==> config.mk <==
export PLATFORM = sky130hd
export DESIGN_NAME = pc_seq_ctrl
export DESIGN_NICKNAME = d
export VERILOG_FILES = /design/src/rtl/pc_seq_ctrl.sv
export SDC_FILE = /design/constraint.sdc
export NUM_CORES = 1
export LEC_CHECK = 0
export ABC_AREA = 1
export CAP_MARGIN = 20
export CORE_MARGIN = 5
export CORE_UTILIZATION = 40
export DETAILED_ROUTE_END_ITERATION = 6
export MAX_ROUTING_LAYER = met4
export PLACE_DENSITY = 0.75
export SYNTH_ARGS = -nofsm -noshare
export SYNTH_HDL_FRONTEND = slang
export SYNTH_SLANG_ARGS = --single-unit
==> constraint.sdc <==
create_clock -name clk -period 2.4 [get_ports clk]
set_clock_uncertainty 0.05 [all_clocks]
set_input_delay 0.36 -clock clk [delete_from_list [all_inputs] [get_ports clk]]
set_output_delay 0.36 -clock clk [all_outputs]
set_load 0.005 [all_outputs]
==> src/rtl/pc_seq_ctrl.sv <==
// -----------------------------------------------------------------------------
// pc_seq_ctrl
//
// Fetch-side PC sequencer for the RISC-V core. It owns the architectural PC,
// drives the instruction-memory request handshake, and picks the next PC from
// four sources: sequential (PC+4), PC-relative branch (PC+IMMEXT), JALR target,
// or the trap vector. It also covers the boot delay after reset, imem wait
// states, core stalls, latched external traps and misaligned redirect targets.
//
// Parameters:
//   RESET_PC     PC value loaded on reset
//   BOOT_CYCLES  cycles spent in BOOT after reset release (1..15)
//
// Ports:
//   clk          system clock, rising edge
//   rst          synchronous active-high reset
//   PC           address of the current instruction (registered)
//   IMEM_ADDR    fetch address, always equal to PC
//   IMEM_REQ     fetch request, high only while fetching
//   IMEM_RDY     imem has valid data for IMEM_ADDR this cycle
//   STALL        core back-pressure; the instruction must not retire
//   INSTR_VALID  instruction at PC retires this cycle
//   PCSrc        00 sequential, 01 PC+IMMEXT, 10 JALR_TARGET, 11 as 00
//   IMMEXT       sign-extended branch/JAL offset
//   JALR_TARGET  rs1+imm from the ALU
//   TRAP_REQ     external trap/interrupt pulse
//   MTVEC        trap vector base
//   EPC          PC saved on trap entry
//   TRAP_TAKEN   one-cycle pulse, trap entry this cycle
//   MISALIGN     one-cycle pulse, redirect target misaligned
// -----------------------------------------------------------------------------
module pc_seq_ctrl #(
  parameter logic [31:0] RESET_PC    = 32'h0000_0000,
  parameter int unsigned BOOT_CYCLES = 2
) (
  input  logic        clk,
  input  logic        rst,
  output logic [31:0] PC,
  output logic [31:0] IMEM_ADDR,
  output logic        IMEM_REQ,
  input  logic        IMEM_RDY,
  input  logic        STALL,
  output logic        INSTR_VALID,
  input  logic [1:0]  PCSrc,
  input  logic [31:0] IMMEXT,
  input  logic [31:0] JALR_TARGET,
  input  logic        TRAP_REQ,
  input  logic [31:0] MTVEC,
  output logic [31:0] EPC,
  output logic        TRAP_TAKEN,
  output logic        MISALIGN
);

  typedef enum logic [1:0] {
    ST_BOOT  = 2'b00,
    ST_FETCH = 2'b01
  } state_t;

  typedef enum logic [1:0] {
    SRC_SEQ    = 2'b00,
    SRC_BRANCH = 2'b01,
    SRC_JALR   = 2'b10,
    SRC_ALTSEQ = 2'b11
  } pc_src_t;

  // Last boot-counter value before moving to FETCH; BOOT lasts BOOT_CYCLES
  // cycles counting 0..BOOT_CYCLES-1.
  localparam logic [3:0] BOOT_LAST = 4'(BOOT_CYCLES - 1);

  state_t      state;
  logic [3:0]  boot_cnt;
  logic        trap_pending;
  logic        req_q;

  logic        boundary;
  logic        trap_entry;
  logic        retire;
  logic        target_misaligned;
  logic [31:0] target;
  logic [31:0] trap_vector;

  // ---------------------------------------------------------------------------
  // Combinational decode of the current cycle
  // ---------------------------------------------------------------------------

  // An instruction boundary: imem has data and the core accepts it. Reset in
  // the same cycle abandons the fetch, so nothing is allowed to retire.
  assign boundary   = (state == ST_FETCH) && IMEM_RDY && !STALL && !rst;

  // A latched trap wins over everything else at a boundary and suppresses
  // retirement of the instruction at PC.
  assign trap_entry = boundary && trap_pending;
  assign retire     = boundary && !trap_pending;

  // Trap vector is always word aligned regardless of MTVEC[1:0].
  assign trap_vector = MTVEC & ~32'h0000_0003;

  // NOTE: every signal assigned in an always_comb gets a default on entry so a
  // path that forgets to assign it cannot turn into an inferred latch.
  always_comb begin
    target = PC + 32'd4;
    unique case (pc_src_t'(PCSrc))
      SRC_BRANCH: target = PC + IMMEXT;
      SRC_JALR:   target = JALR_TARGET & ~32'h0000_0001;
      SRC_SEQ,
      SRC_ALTSEQ: target = PC + 32'd4;
      default:    target = PC + 32'd4;
    endcase
  end

  // JALR clears bit 0 only, so bit 1 can still make the target misaligned;
  // a branch with an odd or half-word offset can set either bit.
  assign target_misaligned = (target[1:0] != 2'b00);

  assign INSTR_VALID = retire;
  assign MISALIGN    = retire && target_misaligned;
  assign TRAP_TAKEN  = trap_entry || MISALIGN;

  // The request flop tracks the FETCH state; it is masked during a reset cycle
  // so an in-flight request is dropped immediately.
  assign IMEM_REQ  = req_q && !rst;
  assign IMEM_ADDR = PC;

  // ---------------------------------------------------------------------------
  // Sequential state: FSM, PC, EPC and the trap latch
  // ---------------------------------------------------------------------------

  // NOTE: all registers here use non-blocking assignments so every branch reads
  // the pre-edge values of PC, state and trap_pending, exactly like hardware.
  always_ff @(posedge clk) begin
    if (rst) begin
      state        <= ST_BOOT;
      boot_cnt     <= 4'd0;
      req_q        <= 1'b0;
      PC           <= RESET_PC;
      EPC          <= 32'h0000_0000;
      trap_pending <= 1'b0;
    end else begin
      // Trap latch: set by any pulse, cleared only by a trap-pending entry.
      // A pulse arriving in the entry cycle itself is absorbed by that entry,
      // and repeated pulses before entry collapse into one.
      if (trap_entry) begin
        trap_pending <= 1'b0;
      end else if (TRAP_REQ) begin
        trap_pending <= 1'b1;
      end

      case (state)
        ST_BOOT: begin
          req_q <= 1'b0;
          if (boot_cnt == BOOT_LAST) begin
            state <= ST_FETCH;
            req_q <= 1'b1;
          end else begin
            boot_cnt <= boot_cnt + 4'd1;
          end
        end

        ST_FETCH: begin
          req_q <= 1'b1;
          // Wait states and stalls fall through with PC and EPC unchanged.
          if (TRAP_TAKEN) begin
            // Covers both a latched external trap and a misaligned redirect;
            // in the latter case EPC records the faulting jump itself.
            EPC <= PC;
            PC  <= trap_vector;
          end else if (retire) begin
            PC  <= target;
          end
        end

        default: begin
          // Unreachable encodings restart the boot sequence.
          state    <= ST_BOOT;
          boot_cnt <= 4'd0;
          req_q    <= 1'b0;
        end
      endcase
    end
  end

endmodule

# Word level (Yosys, flattened, before mapping)
# Cells that the tools add are included.
# totals
romBits	0
wordCells	47
output_inout_bits	100
latchBits	0
ram_bits	0
in_bits	103
mem_count	0
ff_bits	72
# op_classes
magnitude_cmp	0
eq_ne	7
shifts	0
n_reduce_logical	21
div_mod_pow	0
muxes	9
bitwise_logic	1
add_sub_neg	3
mul	0
# ops
operator	n
$pmux W32 S3	1
$mux W32	2
$add A32 B3 Y32 const B	1
$add A32 B32 Y32	1
$pmux W4 S2	1
$reduce_and A2 Y1	4
$logic_and A1 B1 Y1	7
$add A4 B1 Y4 const B	1
$eq A2 B1 Y1 const B	2
$eq A2 B2 Y1 const B	2
$eq A4 B1 Y1 const B	1
$logic_not A2 Y1	2
$mux W4	1
$ne A2 B2 Y1 const B	2
$pmux W2 S2	1
$reduce_bool A2 Y1	2
$reduce_or A2 Y1	2
$logic_not A1 Y1	3
$mux W2	1
$pmux W1 S2	1
$logic_or A1 B1 Y1	1
$mux W1	1
$not A1 Y1	1

# Depth between registers and ports, before layout
# Gate-level depths: netlist (run 1).
# depth
ltp_word	9
depth_mapped	16
depth_no_buf	16

# Least setup slack after synthesis (run 1)
# OpenSTA, ideal clock, no wires.
# synth_timing
kind	reg-to-output
start	register PC[0] (netlist: IMEM_ADDR[0])
end	output port TRAP_TAKEN
path_stages_with_launch	9
n_path_buf	2
arrival_ns	1.726
slack_ns	0.264
required_time_ns	1.990
cell_sequence	dfxtp_1 -> ha_1 -> fa_1 -> nor3_1 -> nor2_1 -> nand2_1 -> nand2_2 -> buf_2 -> buf_2
# synth_via
elab_chain_len	5
# synth_lines
item	line	rtl
start, declared	38	output logic [31:0] PC,
start signal, assigned	166	PC <= trap_vector;
start signal, assigned	168	PC <= target;
$add A32 B3 Y32 / $add A32 B32 Y32 (equally long branches)	-	
$pmux W32 S3 (*)	102	unique case (pc_src_t'(PCSrc))
$reduce_bool A2 Y1 (*)	113	assign target_misaligned = (target[1:0] != 2'b00);
$logic_and A1 B1 Y1 (*)	116	assign MISALIGN = retire && target_misaligned;
$logic_or A1 B1 Y1 (*)	117	assign TRAP_TAKEN = trap_entry || MISALIGN;
end, declared	50	output logic TRAP_TAKEN,
# Mark *: on every way between the ends. The rest lies on a longest branch, timed or not.

# Worst setup path after layout (run 1)
# layout_timing
start	input port IMMEXT[1]
end	output port TRAP_TAKEN
# layout_via
elab_chain_len	5
# layout_lines
item	line	rtl
start, declared	45	input logic [31:0] IMMEXT,
$add A32 B32 Y32	103	SRC_BRANCH: target = PC + IMMEXT;
$pmux W32 S3	102	
$reduce_bool A2 Y1	113	
$logic_and A1 B1 Y1	116	
$logic_or A1 B1 Y1	117	
# No other way between the ends.

==> results.md, run 1 <==
- Ys Warns: 0
- Clk_lat worst skew: between 300 and 400 ps
- Final setup viols: 0
- Core area: 16600 µm²
- Worst min-delay path class: reg -> reg
- Final Cycle Share: 0.948
- Largest net degree at the start of global routing: 39
- Max capacitance violation total: 0
- Initial antenna violation count: 2
- Routed WL per cell: about 16 µm
- Initial drt markers: approximately 800
- Area Growth Syn to Fin: 44.1%
- GRT Util Overall: 0.269
- Most frequent cells in the layout: 397 x nand2_1, 196 x clkdlybuf4s50_1, 153 x inv_1
- DP HPWL: 21700 µm
- Sw Share: 0.321
- Cells on worst reg2reg path: 12
- Initial Utilization: 0.408
- Root Buffer Master: clkbuf_16
- Vias: about 8600
- Crit. End Element: output port
- Sequential share of power: 0.336
- Worst path depth: 7
- Crit path time final: 2280 ps
- R2R Setup Slk: around 170 ps
- IO buf count: slightly below 200
- Pre-antenna DRT Iters: 6
- Slew Viols, Final: 0
- Crit path arrival time: 1870 ps
- CP delay by family, top: buffers and inverters
- # H-tree levels: 3
- Sw Pwr: approximately 1.3 mW
- Slowest cell on crit path: clkdlybuf4s50_1
- Clock sink count: 71
- Most common cell after layout, fill and taps aside: nand2_1
- Post-Syn Nets: 1360
- Synthesized instance count: about 1200
- Post-Syn Area: approximately 6800 µm²
- CP max stage delay: a little over 500 ps
- P_leak: around 4.7 nW
- Worst path bufs/invs: 2
- Clock transition at path regs: around 60 ps
- IO Count: a little over 200
- CTS tree: done
- Average size of a mapped cell: 5.57 µm²
- Worst-path maximum fanout: 5
- Die Y: roughly 140 µm
- Slew HR: 0.724
- CP cell instances: clkdlybuf4s50_1 > fa_1 > nor3_2 > nor2_1 > nand2_1 > nand2_2 > buf_2
- Max clock buf depth: 2
- Fin Hold WS: 424 ps
- Reg-to-reg endpoint: IMEM_ADDR[7]$_SDFFE_PP0P_
- Crit Path Class: in -> out
- Crit path from: IMMEXT[1]
- Register area share after synthesis: 0.209
- Chip Width: roughly 140 µm
- Site Rows: 47
- Clock power frac: 0.336
- End of the critical path: TRAP_TAKEN
- GPL Wtd Cong: ~1
- Post-Route WL: 27100 µm
- Final ANT Viol Nets: 0
- Max frequency: between 400 and 500 MHz
- Number of global-route vias before repair: 7977
- Seq cells post-synth: between 70 and 80
- RSZ-0062 raised after global routing: true
- Outcome: finished clean
- Distinct cell type count after synthesis: 38
- Share of post-route cells with drive strength above 1: 0.0939
- Fillers: about 1700
- Startpoint Class: input port
- Final Hold Viols: 0
- Total chip power: between 3 and 4 mW
- Power Density: ~400 nW/µm²
- Worst vdd ir: 0.343 mV
- Detailed-route vias per instance: a little over 5
- Hold Crit Depth: 2
- Hold-fix buffers, CTS: 0
- DRC: 0
- WP data required: just under 2000 ps
- TritonCTS buffer count: 9
- Overflow after GRT: 0
- Die ar.: approximately 20000 µm²
- Reg-to-reg critical path startpoint: IMEM_ADDR[0]$_SDFFE_PP0P_
- Internal power: 2.68 mW
- Slew @ Worst Pin: ~410 ps
- First-pass GRT wire length: ~41000 µm
- Final #Nets: 1605
- Comb pwr share: 0.327
synth_stat cells (all sizes together):
| master | count | area share |
|---|---|---|
| a21o | 3 | 0.0033 |
| a21oi | 134 | 0.099 |
| a31oi | 1 | 0.00092 |
| a32o | 1 | 0.0015 |
| and2 | 1 | 0.00092 |
| buf | 48 | 0.051 |
| clkbuf | 22 | 0.012 |
| clkinv | 1 | 0.00055 |
| dfxtp | 71 | 0.21 |
| fa | 1 | 0.0029 |
| ha | 36 | 0.066 |
| inv | 154 | 0.085 |
| nand2 | 400 | 0.22 |
| nand3 | 77 | 0.057 |
| nand3b | 5 | 0.0055 |
| nand4 | 6 | 0.0055 |
| nor2 | 153 | 0.086 |
| nor3 | 7 | 0.0068 |
| nor3b | 1 | 0.0011 |
| nor4 | 1 | 0.00092 |
| o211ai | 5 | 0.0055 |
| o21ai | 71 | 0.052 |
| o21bai | 5 | 0.0055 |
| o31ai | 3 | 0.0033 |
| o32ai | 1 | 0.0013 |
| or2 | 2 | 0.0018 |
| xnor2 | 2 | 0.0026 |
| xor2 | 8 | 0.010 |
metal layers:
metal  share of wire  wire length [µm]  track usage
met3           0.092              2510       0.0596
met5               0                 0            -
met2            0.46             12400        0.445
met1            0.43             11500        0.335
met4           0.024               647       0.0643
area by class of cell:
| type | instances | area, µm² | share of cell area |
|---|---|---|---|
| Inverter | 155 | 587 | 0.0599 |
| Antenna cell | 2 | 5.00 | 0.000511 |
| Timing Repair Buffer | 304 | 2830 | 0.289 |
| Clock buffer | 10 | 229 | 0.0234 |
| Clock inverter | 6 | 61.3 | 0.00626 |
| Tap cell | 220 | 275 | 0.0281 |
| Multi-Input combinational cell | 924 | 4380 | 0.447 |
| Sequential cell | 71 | 1420 | 0.145 |
worst reg2reg max path, stage by stage (launching register included):
cell and delay, ps:
dfxtp_1 310, ha_2 190, fa_1 500, nor3_2 50, nor2_1 80, nand2_1 80, nand2_2 110, buf_4 150
inv_6 50, clkbuf_16 160, buf_4 140, o211ai_1 160, a21oi_1 80
worst min path at each step:
| stage | startpoint | to |
|---|---|---|
| 5_1_grt | boot_cnt[3]$_SDFFE_PP0P_ | boot_cnt[3]$_SDFFE_PP0P_ |
| 6_report | boot_cnt[3]$_SDFFE_PP0P_ | boot_cnt[3]$_SDFFE_PP0P_ |
| 3_3_place_gp | boot_cnt[3]$_SDFFE_PP0P_ | boot_cnt[3]$_SDFFE_PP0P_ |
| 4_1_cts | boot_cnt[3]$_SDFFE_PP0P_ | boot_cnt[3]$_SDFFE_PP0P_ |
| 2_1_floorplan | boot_cnt[3]$_SDFFE_PP0P_ | boot_cnt[3]$_SDFFE_PP0P_ |
| 3_5_place_dp | boot_cnt[3]$_SDFFE_PP0P_ | boot_cnt[3]$_SDFFE_PP0P_ |
through the flow:
stage	cells	instance area, µm²	worst slack [ps]	util	TNS [ps]
2_1_floorplan	1220	6790	264	-	0
6_report	1692	9790	124	0.588	0
3_3_place_gp	1669	9410	-417	0.565	-19070
5_1_grt	1692	9790	-19.9	0.588	-22.0
3_5_place_dp	1669	9410	-470	0.565	-23370
4_1_cts	1687	9710	109	0.583	0
power groups by stage:
stage          logic, mW  registers [mW]  clock network (mW)
5_1_grt             1.42            1.34                1.38
3_5_place_dp        1.27            1.35                   0
3_3_place_gp        1.25            1.35                   0
6_report            1.29            1.33                1.33
2_1_floorplan      0.635            1.36                   0
4_1_cts             1.28            1.33                1.33
timing repair:
item,in CTS,in global routing
pin swaps,5,4
cloned,0,2
setup endpoints to repair,33,25
resized for setup,11,10
hold endpoints to repair,0,0
buffers inserted,2,1
state kept, by name, indices dropped and copies added (netlist names):
name,flops
EPC,32
req_q,1
state,1
trap_pending,1
boot_cnt,4
IMEM_ADDR,32
cell families after synthesis:
group / share of synthesized area
AOI/OAI and AO/OA: 0.172
xor gates and xnor gates: 0.0129
adders and majority gates: 0.0692
buffers and inverters: 0.149
DFF: 0.209
and+or+nand+nor: 0.387
No activity file was read; power rests on OpenSTA's default activity.
==> run 2, diff against run 1 <==
--- a/config.mk
+++ b/config.mk
@@ -10,6 +10,7 @@
 export CORE_MARGIN = 5
 export CORE_UTILIZATION = 40
 export DETAILED_ROUTE_END_ITERATION = 6
+export GPL_TIMING_DRIVEN = 0
 export MAX_ROUTING_LAYER = met4
 export PLACE_DENSITY = 0.75
 export SYNTH_ARGS = -nofsm -noshare
==> run 2 against run 1 <==
  * Maximum frequency decreased by 9.3%
  * Largest power group unchanged
  * Worst setup slack got worse by 230 ps
  * Largest cell class unchanged
  * The flow now finishes with violations (negative setup slack)
  * Design area increased by 3.2%
  * Clock power increased by 3%
  * Flip-flop and latch count unchanged
  * Critical endpoint unchanged
  * Worst hold slack got worse by 170 ps
  * Clock-buffer cell count unchanged
  * Power increased by 2.2%
  * First-iteration DRC count increased by 18%
  * Die area unchanged
  * Highest routed layer unchanged
==> results.md, run 2 (synthesized netlist as in run 1, its figures left out) <==
- Worst Slack Setup Final: -109 ps
- Largest net degree at the start of global routing: 13
- Max clock buf depth: 2
- Area Growth Syn to Fin: 48.8%
- P_leak: 4.61 nW
- Finished Cell Area: 10100 µm²
- Max frequency: ~400 MHz
- Dpl cell area: approximately 9000 µm²
- Detailed-route vias per instance: about 5.3
- Root Buffer Master: clkbuf_16
- Placed cell count: between 1500 and 2000
- Max capacitance violation total: 0
- Overflow after GRT: 0
- Final Hold Viols: 0
- Pre-CTS setup slack: -1050 ps
- RSZ-0062 raised after global routing: true
- Fin cells: around 1700
- Final #Nets: roughly 1600
- Startpoint Class: flop
- Failing checks: negative setup slack
- First-pass GRT wire length: approximately 43000 µm
- Share of post-route cells with drive strength above 1: 0.138
- IO Count: ~200
- DP HPWL: around 23000 µm
- Initial Utilization: 0.408
- CP cell instances: ha_4 > fa_2 > nor3_4 > nor2_1 > nand2_1 > nand2_2 > buf_8 > buf_8 > buf_6
- Number of global-route vias before repair: ~8100
- Worst path bufs/invs: 3
- Power Density: 399 nW/µm²
- Clock sink count: a little over 70
- Core area: about 17000 µm²
- Chip Width: between 100 and 150 µm
- Crit path arrival time: 2100 ps
- Crit Path Class: reg -> out
- Total Neg Setup Slack: -109 ps
- Slew Viols, Final: 0
- Post-Route WL: 28900 µm
- Total chip power: between 4 and 5 mW
- N_diodes: 0
- CTS tree: done
- Most common cell after layout, fill and taps aside: nand2_1
- GRT Util Overall: 0.283
- Initial drt markers: 951
- Worst-path maximum fanout: 2
- CP delay by family, top: adder cells
- Crit. End Element: output port
- Die ar.: about 20000 µm²
- Slew @ Worst Pin: around 950 ps
- Clk_lat worst skew: roughly 340 ps
- CP dominant cell by count: buf_8
- DRC: 0
- Fin Hold WS: 252 ps
- Die Y: around 140 µm
- Slew HR: 0.365
- Most frequent cells in the layout: 397 x nand2_1, 194 x clkdlybuf4s50_1, 152 x inv_1
- GPL Wtd Cong: ~1.0
- IO buf count: a little under 200
- CP max stage delay: 430 ps
- Worst min-delay path class: in -> reg
- Routed WL per cell: approximately 17 µm
- Crit path time final: approximately 2500 ps
- Outcome: finished, violations left
- Clock transition at path regs: around 60 ps
- Slowest cell on crit path: fa_2
- Site Rows: 47
- Final setup viols: 1
- TritonCTS buffer count: 9
- Worst vdd ir: 0.354 mV
- # H-tree levels: 3
- Pre-antenna DRT Iters: 6
- Final ANT Viol Nets: 0
- Final Cycle Share: 1.05
- Finished Core Util: 0.607
- Vias: ~9000
- WP data required: 1990 ps
- Initial antenna violation count: 0
- Hold-fix buffers, CTS: 0
run 2: cell count changes in the layout (fill, tap and decap cells not counted), sizes merged:
cell / before / now
dlygate4sd2: 1 / 2
clkdlybuf4s50: 196 / 194
clkinvlp: 1 / 2
buf: 105 / 61
clkbuf: 12 / 36
diode: 2 / 0
clkinv: 5 / 4
run 2: power breakdown:
part           switching (mW)  internal, mW
clock network           0.542         0.828
registers               0.123          1.26
logic                   0.681         0.600
run 2: path summary, 6_finish.rpt:
path,from,end,slack [ps],cells after the start
worst max-delay path,IMEM_ADDR[0]$_SDFFE_PP0P_,TRAP_TAKEN,-110,9
worst min-delay path,rst,boot_cnt[2]$_SDFFE_PP0P_,250,2
worst max register to register,IMEM_ADDR[0]$_SDFFE_PP0P_,IMEM_ADDR[3]$_SDFFE_PP0P_,0,12
worst min register to register,boot_cnt[3]$_SDFFE_PP0P_,boot_cnt[3]$_SDFFE_PP0P_,420,2
run 2: metal layers:
layer,part of all wire,wire [µm],global-route usage,vias up
li1,-,-,-,4311
met4,0.031,883,0.0933,0
met2,0.44,12600,0.424,535
met1,0.42,12200,0.381,3933
met3,0.11,3230,0.0600,74
met5,0,0,-,-
run 2: area by class of cell:
class | instances | area [µm²]
buffer | 70 | 533
clock buffer | 10 | 239
clock inverter | 6 | 60.1
fill | 1623 | 6530
inverter | 155 | 598
multi-input combinational | 924 | 4760
sequential | 71 | 1450
tap | 220 | 275
timing repair buffer | 213 | 2190
run 2: timing repair:
action | in CTS | in global routing
gates resized for setup | 29 | 183
endpoints found under the setup margin | 64 | 64
setup buffers | 6 | 4
cloned | 1 | 4
pin swaps | 7 | 39
run 2: worst reg2reg max path, stage by stage, from the launching register on:
cell and delay, ps:
dfxtp_4 360, ha_4 160, fa_2 430, nor3_4 210, nor2_1 60, nand2_1 90
nand2_2 90, buf_6 130, buf_12 140, buf_12 150, buf_12 140, o31ai_4 160
o32ai_1 110
==> run 3, diff against run 2 <==
--- a/config.mk
+++ b/config.mk
@@ -8,11 +8,12 @@
 export ABC_AREA = 1
 export CAP_MARGIN = 20
 export CORE_MARGIN = 5
-export CORE_UTILIZATION = 40
+export CORE_UTILIZATION = 30
 export DETAILED_ROUTE_END_ITERATION = 6
 export GPL_TIMING_DRIVEN = 0
 export MAX_ROUTING_LAYER = met4
-export PLACE_DENSITY = 0.75
+export PLACE_DENSITY = 0.6
 export SYNTH_ARGS = -nofsm -noshare
 export SYNTH_HDL_FRONTEND = slang
 export SYNTH_SLANG_ARGS = --single-unit
+export TNS_END_PERCENT = 10
==> run 3 against run 2 <==
  * The flow still finishes with violations (negative setup slack)
  * Design area down 3.4%
  * Clock power up 5%
  * Maximum frequency down 0.82%
  * Combinational power down 5%
  * First-iteration DRC count down 25%
  * Highest routed layer unchanged
==> results.md, run 3 (synthesized netlist as in run 1, its figures left out) <==
- IO buf count: a little under 200
- Cells on worst reg2reg path: 11
- Final ANT Viol Nets: 0
- Routed WL per cell: 17.3 µm
- GPL Wtd Cong: between 1 and 1.5
- P_leak: around 4.5 nW
- Share of post-route cells with drive strength above 1: 0.0990
- Crit path time final: around 2500 ps
- Max clock buf depth: 2
- Final Hold Viols: 0
- Crit path arrival time: roughly 2100 ps
- Final #Nets: roughly 1600
- Worst-path maximum fanout: 2
- Final setup viols: 1
- Slew HR: 0.527
- Die Y: ~160 µm
- Slew Viols, Final: 0
- M3 GR Usage: 0.0482
- End of the critical path: TRAP_TAKEN
- Initial antenna violation count: 1
- Crit path from: IMEM_ADDR[0]$_SDFFE_PP0P_
- Crit. End Element: output port
- Worst vdd ir: 0.279 mV
- Final Cycle Share: 1.05
- Largest net degree at the start of global routing: 13
- Reg-to-reg endpoint: IMEM_ADDR[3]$_SDFFE_PP0P_
- Worst Slack Setup Final: -130 ps
- Slew @ Worst Pin: between 700 and 800 ps
- Power Density: slightly above 400 nW/µm²
- Most common cell after layout, fill and taps aside: nand2_1
- Startpoint Class: flop
- Detailed-route vias per instance: approximately 5
- Clock transition at path regs: 60 ps
- Core area: 22500 µm²
- DRC: 0
- Post-Route WL: about 30000 µm
- Site Rows: 55
- RSZ-0062 raised after global routing: true
- Root Buffer Master: clkbuf_16
- R2R Setup Slk: around 10 ps
- Met1 Resource Use GR: 0.310
- Max frequency: 395 MHz
- # H-tree levels: 3
- Most frequent cells in the layout: 398 x nand2_1, 194 x clkdlybuf4s50_1, 151 x inv_1
- Initial Utilization: 0.302
- Max capacitance violation total: 0
- Total chip power: ~4.1 mW
- Overflow after GRT: 0
- GRT Util Overall: 0.227
- Crit Path Class: reg -> out
- GR Layer Usage met2: 0.345
- Clock sink count: approximately 70
- Hold-fix buffers, CTS: 0
- Initial drt markers: ~710
- First-pass GRT wire length: between 40000 and 50000 µm
- Outcome: finished, violations left
- Pre-CTS setup slack: -1140 ps
- Vias: around 8600
- Reg-to-reg critical path startpoint: IMEM_ADDR[0]$_SDFFE_PP0P_
- GRT busiest layer: met2
- Area Growth Syn to Fin: 43.8%
- Chip Width: about 160 µm
- CTS tree: done
- Number of global-route vias before repair: 7985
- Pre-antenna DRT Iters: 6
- Die ar.: 25800 µm²
- TritonCTS buffer count: 9
- Clk_lat worst skew: between 300 and 400 ps
- WP data required: 1990 ps
- IO Count: approximately 200
- Failing checks: negative setup slack
- DP HPWL: roughly 24000 µm
- Worst min-delay path class: in -> reg
run 3: routing by layer:
layer  vias up  share of wire  wire length [µm]
li1       4303              -                 -
met1      3844           0.47             13900
met2       415           0.43             12800
met3        53          0.087              2590
met4         0          0.020               599
met5         -              0                 0
run 3: worst min-delay path by stage:
stage,start,to,slack [ps],cells after the start
floorplan,boot_cnt[3]$_SDFFE_PP0P_,boot_cnt[3]$_SDFFE_PP0P_,390,2
global placement,boot_cnt[3]$_SDFFE_PP0P_,boot_cnt[3]$_SDFFE_PP0P_,410,2
detailed placement,boot_cnt[3]$_SDFFE_PP0P_,boot_cnt[3]$_SDFFE_PP0P_,420,2
CTS,rst,boot_cnt[2]$_SDFFE_PP0P_,250,2
global route,rst,boot_cnt[2]$_SDFFE_PP0P_,260,2
finish,rst,boot_cnt[2]$_SDFFE_PP0P_,250,2
run 3: timing repair:
| action | 4_1_cts | 5_1_grt |
|---|---|---|
| pin swaps | 8 | 5 |
| setup buffers | 7 | 2 |
| gates cloned | 1 | 1 |
| gates resized for setup | 34 | 68 |
| endpoints found under the setup margin | 64 | 57 |
run 3: metrics by stage:
step                setup TNS, ps  hold WS [ps]  cells  area, µm²   util
floorplan                       0           391   1220       6790      -
global placement           -31410           413   1703       9130  0.406
detailed placement         -33140           422   1703       9130  0.406
CTS                          -302           248   1726       9560  0.425
global route                 -638           264   1730       9770  0.434
finish                       -130           250   1730       9770  0.434
run 3: layout make-up:
cell class	count	area, µm²
Timing Repair Buffer	208	2070
Antenna cell	1	2.50
Fill cell	2408	12700
Clock buffer	10	229
Tap cell	285	357
Sequential cell	71	1460
Multi-Input combinational cell	924	4490
Clock inverter	6	85.1
Buffer	70	483
Inverter	155	589
run 3: critical path, stage by stage (launching register included):
cell	delay, ps
dfxtp_4	350
ha_4	150
fa_1	450
nor3_2	210
nor2_1	60
nand2_1	100
nand2_2	90
buf_8	140
buf_12	120
buf_6	110
run 3: where the power goes:
group	switching (mW)	internal, mW
clock network	0.537	0.907
registers	0.127	1.26
logic	0.647	0.573
total	1.31	2.74
